<file path="config.mk">
export PLATFORM = sky130hd
export DESIGN_NAME = mvu_mem_bridge
export DESIGN_NICKNAME = d
export VERILOG_FILES = /design/src/rtl/mvu_pkg.sv /design/src/rtl/mvu_bridge_rsp_pipe.sv /design/src/rtl/mvu_mem_bridge.sv
export SDC_FILE = /design/constraint.sdc
export NUM_CORES = 1
export LEC_CHECK = 0
export ABC_AREA = 1
export BUFFER_PORTS_ARGS = -buffer_cell sky130_fd_sc_hd__buf_2
export CAP_MARGIN = 20
export CORE_AREA = 2 2 101 103
export CTS_CLUSTER_SIZE = 40
export DETAILED_ROUTE_END_ITERATION = 8
export DIE_AREA = 0 0 103 105
export HOLD_SLACK_MARGIN = 0.15
export PLACE_DENSITY_LB_ADDON = 0.12
export SLEW_MARGIN = 5
export SYNTH_ARGS = -nofsm -noshare
export SYNTH_HDL_FRONTEND = slang
export SYNTH_SLANG_ARGS = --single-unit
</file>
<file path="constraint.sdc">
create_clock -name clk_i -period 1.85 [get_ports clk_i]
set_input_delay 0.0925 -clock clk_i [delete_from_list [all_inputs] [get_ports clk_i]]
set_output_delay 0.0925 -clock clk_i [all_outputs]
set_load 0.01 [all_outputs]
</file>
<file path="src/rtl/mvu_pkg.sv">
// mvu_pkg: shared types and default parameters for the MVU memory bridge.
// Response-pipeline entry type plus default geometry of the MVU RAM port.
package mvu_pkg;

    localparam int unsigned MVU_ADDR_W          = 32;
    localparam int unsigned MVU_DATA_W          = 32;
    localparam int unsigned MVU_RAM_DATA_W      = 64;
    localparam int unsigned MVU_RAM_ADDR_W      = 15;
    localparam logic [31:0] MVU_BASE_ADDR       = 32'h7000_0000;
    localparam int unsigned MVU_READ_LATENCY    = 2;
    localparam int unsigned MVU_MAX_OUTSTANDING = 4;

    // Lane field is sized for up to 256 host words per RAM word.
    localparam int unsigned MVU_LANE_W          = 8;

    typedef struct packed {
        logic                  valid;
        logic                  is_read;
        logic [MVU_LANE_W-1:0] lane;
        logic                  err;
    } mvu_bridge_rsp_t;

endpackage

</file>
<file path="src/rtl/mvu_bridge_rsp_pipe.sv">
// mvu_bridge_rsp_pipe: fixed-depth shift register of response descriptors.
// Aligns each granted request with RAM read data arriving Depth cycles later.
module mvu_bridge_rsp_pipe
    import mvu_pkg::*;
#(
    parameter int unsigned Depth = MVU_READ_LATENCY
) (
    input  logic            clk_i,
    input  logic            rst_ni,
    input  mvu_bridge_rsp_t rsp_i,
    output mvu_bridge_rsp_t rsp_o
);

    mvu_bridge_rsp_t stage_q [Depth];

    // Advance one stage per cycle; reset drops everything in flight.
    always_ff @(posedge clk_i or negedge rst_ni) begin
        if (!rst_ni) begin
            for (int i = 0; i < Depth; i++) stage_q[i] <= '0;
        end else begin
            stage_q[0] <= rsp_i;
            for (int i = 1; i < Depth; i++) stage_q[i] <= stage_q[i-1];
        end
    end

    assign rsp_o = stage_q[Depth-1];

endmodule

</file>
<file path="src/rtl/mvu_mem_bridge.sv">
// mvu_mem_bridge: 32-bit host word requests onto the wide MVU RAM port.
// Optional MVU_MEM_BRIDGE_STATS_EN adds saturating read/write/stall counters.
module mvu_mem_bridge
    import mvu_pkg::*;
#(
    parameter int unsigned          AddrWidth      = MVU_ADDR_W,
    parameter int unsigned          DataWidth      = MVU_DATA_W,
    parameter int unsigned          RamDataWidth   = MVU_RAM_DATA_W,
    parameter int unsigned          RamAddrWidth   = MVU_RAM_ADDR_W,
    parameter logic [AddrWidth-1:0] BaseAddr       = AddrWidth'(MVU_BASE_ADDR),
    parameter int unsigned          ReadLatency    = MVU_READ_LATENCY,
    parameter int unsigned          MaxOutstanding = MVU_MAX_OUTSTANDING
) (
    input  logic                      clk_i,
    input  logic                      rst_ni,
    input  logic                      mem_req_i,
    output logic                      mem_gnt_o,
    input  logic                      mem_we_i,
    input  logic [AddrWidth-1:0]      mem_addr_i,
    input  logic [DataWidth/8-1:0]    mem_strb_i,
    input  logic [DataWidth-1:0]      mem_wdata_i,
    output logic [DataWidth-1:0]      mem_rdata_o,
    output logic                      mem_rvalid_o,
    output logic                      mem_err_o,
    input  logic                      mvu_busy_i,
    output logic                      ram_req_o,
    output logic                      ram_we_o,
    output logic [RamAddrWidth-1:0]   ram_addr_o,
    output logic [RamDataWidth/8-1:0] ram_be_o,
    output logic [RamDataWidth-1:0]   ram_wdata_o,
    input  logic [RamDataWidth-1:0]   ram_rdata_i
`ifdef MVU_MEM_BRIDGE_STATS_EN
   ,output logic [31:0]               stat_rd_o,
    output logic [31:0]               stat_wr_o,
    output logic [31:0]               stat_stall_o
`endif
);

    localparam int unsigned StrbW = DataWidth / 8;
    localparam int unsigned Lanes = RamDataWidth / DataWidth;
    localparam int unsigned OB    = $clog2(StrbW);
    localparam int unsigned LB    = $clog2(RamDataWidth / 8);
    localparam int unsigned HiBit = RamAddrWidth + LB;
    localparam int unsigned CntW  = $clog2(MaxOutstanding + 1);

    logic [AddrWidth-1:0]  off;
    logic                  in_range;
    logic [MVU_LANE_W-1:0] lane;
    logic [CntW-1:0]       cnt_q, cnt_d;
    mvu_bridge_rsp_t       rsp_in, rsp_out;

    assign off      = mem_addr_i - BaseAddr;
    assign in_range = (off >> HiBit) == '0;
    assign lane     = MVU_LANE_W'((off >> OB) % Lanes);

    assign mem_gnt_o = mem_req_i & ~mvu_busy_i
                     & (cnt_q < CntW'(MaxOutstanding));
    assign ram_req_o = mem_gnt_o & in_range;
    assign ram_we_o  = ram_req_o & mem_we_i;

    // RAM-side fields stay quiet unless an access is actually issued.
    assign ram_addr_o  = ram_req_o ? off[HiBit-1:LB] : '0;
    assign ram_wdata_o = ram_we_o ? {Lanes{mem_wdata_i}} : '0;

    // Strobes land in the addressed lane for writes; reads fetch the whole word.
    always_comb begin
        ram_be_o = '0;
        if (ram_req_o) begin
            for (int unsigned i = 0; i < Lanes; i++) begin
                if (!mem_we_i)
                    ram_be_o[i*StrbW +: StrbW] = '1;
                else if (MVU_LANE_W'(i) == lane)
                    ram_be_o[i*StrbW +: StrbW] = mem_strb_i;
            end
        end
    end

    // Descriptor for every granted request, reads, writes and errors alike.
    always_comb begin
        rsp_in         = '0;
        rsp_in.valid   = mem_gnt_o;
        rsp_in.is_read = mem_gnt_o & ~mem_we_i;
        rsp_in.lane    = lane;
        rsp_in.err     = mem_gnt_o & ~in_range;
    end

    mvu_bridge_rsp_pipe #(
        .Depth (ReadLatency)
    ) u_rsp_pipe (
        .clk_i  (clk_i),
        .rst_ni (rst_ni),
        .rsp_i  (rsp_in),
        .rsp_o  (rsp_out)
    );

    assign mem_rvalid_o = rsp_out.valid;
    assign mem_err_o    = rsp_out.valid & rsp_out.err;
    assign mem_rdata_o  = (rsp_out.valid & rsp_out.is_read & ~rsp_out.err)
                        ? ram_rdata_i[rsp_out.lane*DataWidth +: DataWidth]
                        : '0;

    // Outstanding count: grants in, responses out; both together cancel.
    always_comb begin
        cnt_d = cnt_q;
        unique case ({mem_gnt_o, mem_rvalid_o})
            2'b10:   cnt_d = cnt_q + 1'b1;
            2'b01:   cnt_d = cnt_q - 1'b1;
            default: cnt_d = cnt_q;
        endcase
    end

    // Outstanding counter register.
    always_ff @(posedge clk_i or negedge rst_ni) begin
        if (!rst_ni) cnt_q <= '0;
        else         cnt_q <= cnt_d;
    end

`ifdef MVU_MEM_BRIDGE_STATS_EN
    logic [31:0] stat_rd_q, stat_wr_q, stat_stall_q;

    // Saturating event counters for granted reads/writes and stalled cycles.
    always_ff @(posedge clk_i or negedge rst_ni) begin
        if (!rst_ni) begin
            stat_rd_q    <= '0;
            stat_wr_q    <= '0;
            stat_stall_q <= '0;
        end else begin
            if (mem_gnt_o && !mem_we_i && stat_rd_q != '1)
                stat_rd_q <= stat_rd_q + 32'd1;
            if (mem_gnt_o && mem_we_i && stat_wr_q != '1)
                stat_wr_q <= stat_wr_q + 32'd1;
            if (mem_req_i && !mem_gnt_o && stat_stall_q != '1)
                stat_stall_q <= stat_stall_q + 32'd1;
        end
    end

    assign stat_rd_o    = stat_rd_q;
    assign stat_wr_o    = stat_wr_q;
    assign stat_stall_o = stat_stall_q;
`endif

endmodule

</file>
After elaboration in Yosys (flattened, before gate mapping)
Index checks and enable logic that the tools add are counted.

storage, ports and cells
  register bits = 11
  latch bits = 0
  bits in writable memories = 0
  bits in read-only memories = 0
  input bits = 137
  output and inout port bits = 124
  memories = 0

operators by class
  add/sub/neg operators = 3
  multiply operators = 0
  div/mod/pow operators = 0
  order comparisons = 1
  eq/ne operators = 2
  shift-type cells = 1
  mux-type cells = 9
  bitwise operators = 13
  reductions and logical operators = 3

operators by type and width
  operator                                             count
  two-way mux 64 bit                                   1
  indexed part select 64 x 7 -> 32 bit                 1
  zero test 32 bit                                     1
  two-way mux 32 bit                                   1
  subtractor 32 x 31 -> 32 bit, second input constant  1
  two-way mux 4 bit                                    4
  two-way mux 15 bit                                   1
  bitwise AND 1 bit                                    9
  zero test 8 bit                                      1
  two-way mux 8 bit                                    1
  case mux 3 bit (2 select lines)                      1
  NOT 1 bit                                            4
  adder 3 x 1 -> 3 bit, second input constant          1
  less-than comparator 3 bit, second input constant    1
  subtractor 3 x 1 -> 3 bit, second input constant     1
  == test 2 x 1 -> 1 bit, second input constant        1
  == test 2 bit, second input constant                 1
  nonzero test 2 bit                                   1

Depth between registers and ports, before layout
  depth after elaboration = 6
  depth in mapped cells = 8
  depth with buffers taken out = 8

Cells and area by module
A second synthesis with hierarchy kept.

unflattened totals
  cells, all modules = 332
  area total of the unflattened synthesis = 2,154.6 um2

by module, submodules not included
  module               instances  cells each  area each (um2)
  mvu_mem_bridge       1          299         1,521.5
  mvu_bridge_rsp_pipe  1          33          633.1

Worst setup path after synthesis
Ideal clock, no wire load.

  kind = reg2reg
  start = reg cnt_q[2]
  end = reg cnt_q[1]
  library setup time = 0.083 ns
  arrival time = 1.699 ns
  data required time = 1.767 ns
  path slack = 0.068 ns
  cell stages (with the launch flop) = 7
  path buffers = 0
  path through = dfrtp_1 nor3b_4 inv_1 ha_1 inv_1 fa_1 o21ai_0

between the ends
  longest elaborated chain between the ends = 4
  elaborated cells on any way between the ends = 6
  those cells by class = order compare: 1; eq/ne: 2; mux: 1; bitwise: 1; reduce/logical: 1

RTL lines
  what                                                                   RTL line               source
  from (decl)                                                            mvu_mem_bridge.sv:49   logic [CntW-1:0] cnt_q, cnt_d;
  from (signal assigned)                                                 mvu_mem_bridge.sv:115  else cnt_q <= cnt_d;
  less-than comparator 3 bit *                                           mvu_mem_bridge.sv:57   & (cnt_q < CntW'(MaxOutstanding));
  bitwise AND 1 bit *                                                    mvu_mem_bridge.sv:57
  named net mem_gnt_o                                                    mvu_mem_bridge.sv:17   output logic mem_gnt_o,
  == test 2 x 1 -> 1 bit or == test 2 bit (tied branches)                mvu_mem_bridge.sv:105  unique case ({mem_gnt_o, mem_rvalid_o})
  case mux 3 bit (2 select lines) or nonzero test 2 bit (tied branches)  n/a

Mark *: on every way through the listed nets, which the timed path passes. The rest lies on a longest branch.
A chain may end at the register's enable or synchronous reset.

Worst setup path in the final report
  start = reg cnt_q[2]
  end = out ram_wdata_o[26]

between the ends
  longest elaborated chain between the ends = 5

RTL lines
  what                        RTL line              source
  less-than comparator 3 bit  mvu_mem_bridge.sv:57
  bitwise AND 1 bit           mvu_mem_bridge.sv:57
  bitwise AND 1 bit           mvu_mem_bridge.sv:58  assign ram_req_o = mem_gnt_o & in_range;
  bitwise AND 1 bit           mvu_mem_bridge.sv:59  assign ram_we_o = ram_req_o & mem_we_i;
  two-way mux 64 bit          mvu_mem_bridge.sv:63  assign ram_wdata_o = ram_we_o ? {Lanes{mem_wdata_i}} : '0;
  to (decl)                   mvu_mem_bridge.sv:30  output logic [RamDataWidth-1:0] ram_wdata_o,

Every way passes these cells.

==> flow_summary.json <==
{
  "slew_headroom_pct": 78.8,
  "diodes": 0,
  "setup_violations": 0,
  "grt_max_degree": 34,
  "route.top_layer_used": "met4",
  "maxCapViolations": 0,
  "synth_area_leader_cell": "inv_1",
  "initial_core_util_pct": 19.6,
  "cts_setup_buffers": 0,
  "synth_nets": 439,
  "grt_pass1_vias": 2107,
  "track_usage_pct": 9.83,
  "routed_via_density": 3.65,
  "ir_worst_vdd_mv": 0.203,
  "die_h_um": 105,
  "clk_latency_ns": 0.23,
  "synth-async-reset-ratio_pct": 100,
  "dpl.hpwl_um": 5450,
  "tritoncts": "done",
  "core_area_um2": 9640,
  "p_per_area_nw_per_um2": 311,
  "grt_pass1_wl_um": 8670,
  "synth_top_area_share_pct": 17.8,
  "drc": 0,
  "criticalPathCategory": "register to primary output",
  "ant_nets": 0,
  "clkTransAtPathRegs_ns": 0.05,
  "outcome": "finished clean",
  "via_count": 2400,
  "min_delay_path_depth": 4,
  "die_area_um2": 10800,
  "syn_area_um2": 1890,
  "cp_data_required_time_ns": 1.76,
  "hold_viol": 0,
  "path_max_fanout": 33,
  "avgSynthCellArea_um2": 6.31,
  "synth_warnings": 0,
  "synth_edf_count": 0,
  "root_buffer": "clkbuf_8",
  "wl_met3_um": 808,
  "finalMaxSlewViolations": 0,
  "drive_above_1_share_pct": 58.9,
  "ff2ff_path_depth": 8,
  "finalClockSkew_ns": 0.00259,
  "max_clock_freq_mhz": 570,
  "wl_um": 6200,
  "grt_overflow": 0,
  "wl_met2_um": 3110,
  "ys.flop_type": "dfrtp_1",
  "post_drt_wl_per_cell_um": 9.42,
  "antenna_found_initial": 0,
  "min_path_type": "input port to register",
  "tns_ns": 0,
  "end_kind": "primary output",
  "cts_buffers": 3,
  "numPortBuffers": 258,
  "worstPathArrival_ns": 1.66,
  "rows": 36,
  "synth_common_cells": "inv_1 (90), nor2_1 (54), nand2_1 (39), buf_4 (35), mux2_2 (24)",
  "wl_met1_um": 2250,
  "clock_path_buffers": 2,
  "chipWidth_um": 103,
  "place_congestion": 0.815,
  "ios": 261,
  "finalCriticalPeriod_ns": 1.76,
  "synthTopCellsByArea": "inv_1 (18%), dfrtp_1 (15%), mux2_2 (14%)",
  "drt_iter0_drc": 36,
  "tightestPinTransition_ns": 0.317,
  "cts_max_level": 1,
  "nets": 665,
  "syn2layout_area_growth_pct": 67.0,
  "synth-seq-cells": 11,
  "synthCells": 300,
  "clkSinkCount": 11,
  "hold_ws_ns": 0.184,
  "worstSetupStartpointType": "register",
  "leakagePower_uw": 0.00241,
  "dr.pass1.iters": 4,
  "synth_cell_types": 20,
  "rsz0062_at_grt": "yes",
  "finalCritPeriodShare_pct": 94.9,
  "seq_area_frac_synth_pct": 14.5,
  "synth_most_common_cell": "inv_1"
}
stage by stage:
| step | utilization [%] | cell area (um2) | instances | total power [uW] | setup slack (ns) |
|---|---|---|---|---|---|
| global route | 32.8 | 3160 | 658 | 1070 | -0.00418 |
| global placement | 31.8 | 3060 | 651 | 753 | 0.170 |
| detailed placement | 31.8 | 3060 | 651 | 756 | 0.197 |
| finish | 32.8 | 3160 | 658 | 984 | 0.0946 |
| floorplan | - | 1890 | 300 | 555 | 0.0684 |
| CTS | 32.6 | 3150 | 658 | 1000 | 0.00221 |
power by group:
group,leakage [uW],switching [uW],internal (uW)
sequential,0.000140,37.1,295
combinational,0.00224,180,240
clock,0.0000228,81.1,150
total,0.00241,298,686
layer usage:
metal	GRT usage, %	vias up
met3	2.27	4
met5	0	-
met1	9.40	982
met2	20.2	150
met4	2.26	0
li1	-	1264
layout make-up:
cell class | count | area (um2)
clock buffers | 4 | 45.0
fillers | 1106 | 6480
inverters | 90 | 338
multi-input cells | 155 | 968
flip-flops and latches | 11 | 275
well taps | 133 | 166
repair buffers | 265 | 1370
state kept, by name, indices dropped and copies added (netlist names):
register            count
u_rsp_pipe.rsp_o        4
u_rsp_pipe.stage_q      4
cnt_q                   3
worst paths after layout:
check                                       start                endpoint  slack (ns)
max                                      cnt_q[2]         ram_wdata_o[26]        0.09
min                                    mvu_busy_i  u_rsp_pipe.stage_q[20]        0.18
max reg2reg                              cnt_q[2]                cnt_q[2]        0.22
min reg2reg                u_rsp_pipe.stage_q[11]     u_rsp_pipe.rsp_o[0]        0.34
max in group asynchronous                  rst_ni     u_rsp_pipe.rsp_o[9]        1.40
min in group asynchronous                  rst_ni     u_rsp_pipe.rsp_o[1]        0.25
cells by family (layout without fill, tap and decap cells):
family	count (synthesis)	count (layout)	synth area share (%)
adders and majority gates	2	2	1.72
buffers and inverters	134	359	35.5
DFF	11	11	14.5
muxes	32	32	19.0
and+or+nand+nor	107	107	25.1
xor gates and xnor gates	2	2	0.925
AOI/OAI and AO/OA	12	12	3.17
timing repair:
action	4_1_cts	5_1_grt
hold buffers	3	0
endpoints found under the hold margin	13	0
setup endpoints to repair	5	58
gates resized for setup	2	5
worst max-delay path: stages, from the launching register on:
cell and delay (ns):
dfrtp_1 0.41, nor3b_4 0.21, buf_4 0.18, nand4_4 0.10, buf_6 0.21, nor2_1 0.16
buf_2 0.16
cell usage in the layout, fill, tap and decap left out:
cell type	n
nand3_4	1
nor2_2	15
dlygate4sd3_1	3
buf_4	2
nand2_1	39
buf_2	258
mux2_1	8
buf_12	1
nor2_1	48
fa_1	1
clkbuf_1	1
clkbuf_8	3
ha_1	1
nand4_4	1
inv_1	90
a21oi_1	10
xnor2_1	2
o21ai_0	2
dfrtp_1	11
nor3b_4	1
nor2_4	1
buf_6	1
mux2_2	24
or2_4	1
(Power assumes the default switching activity.)
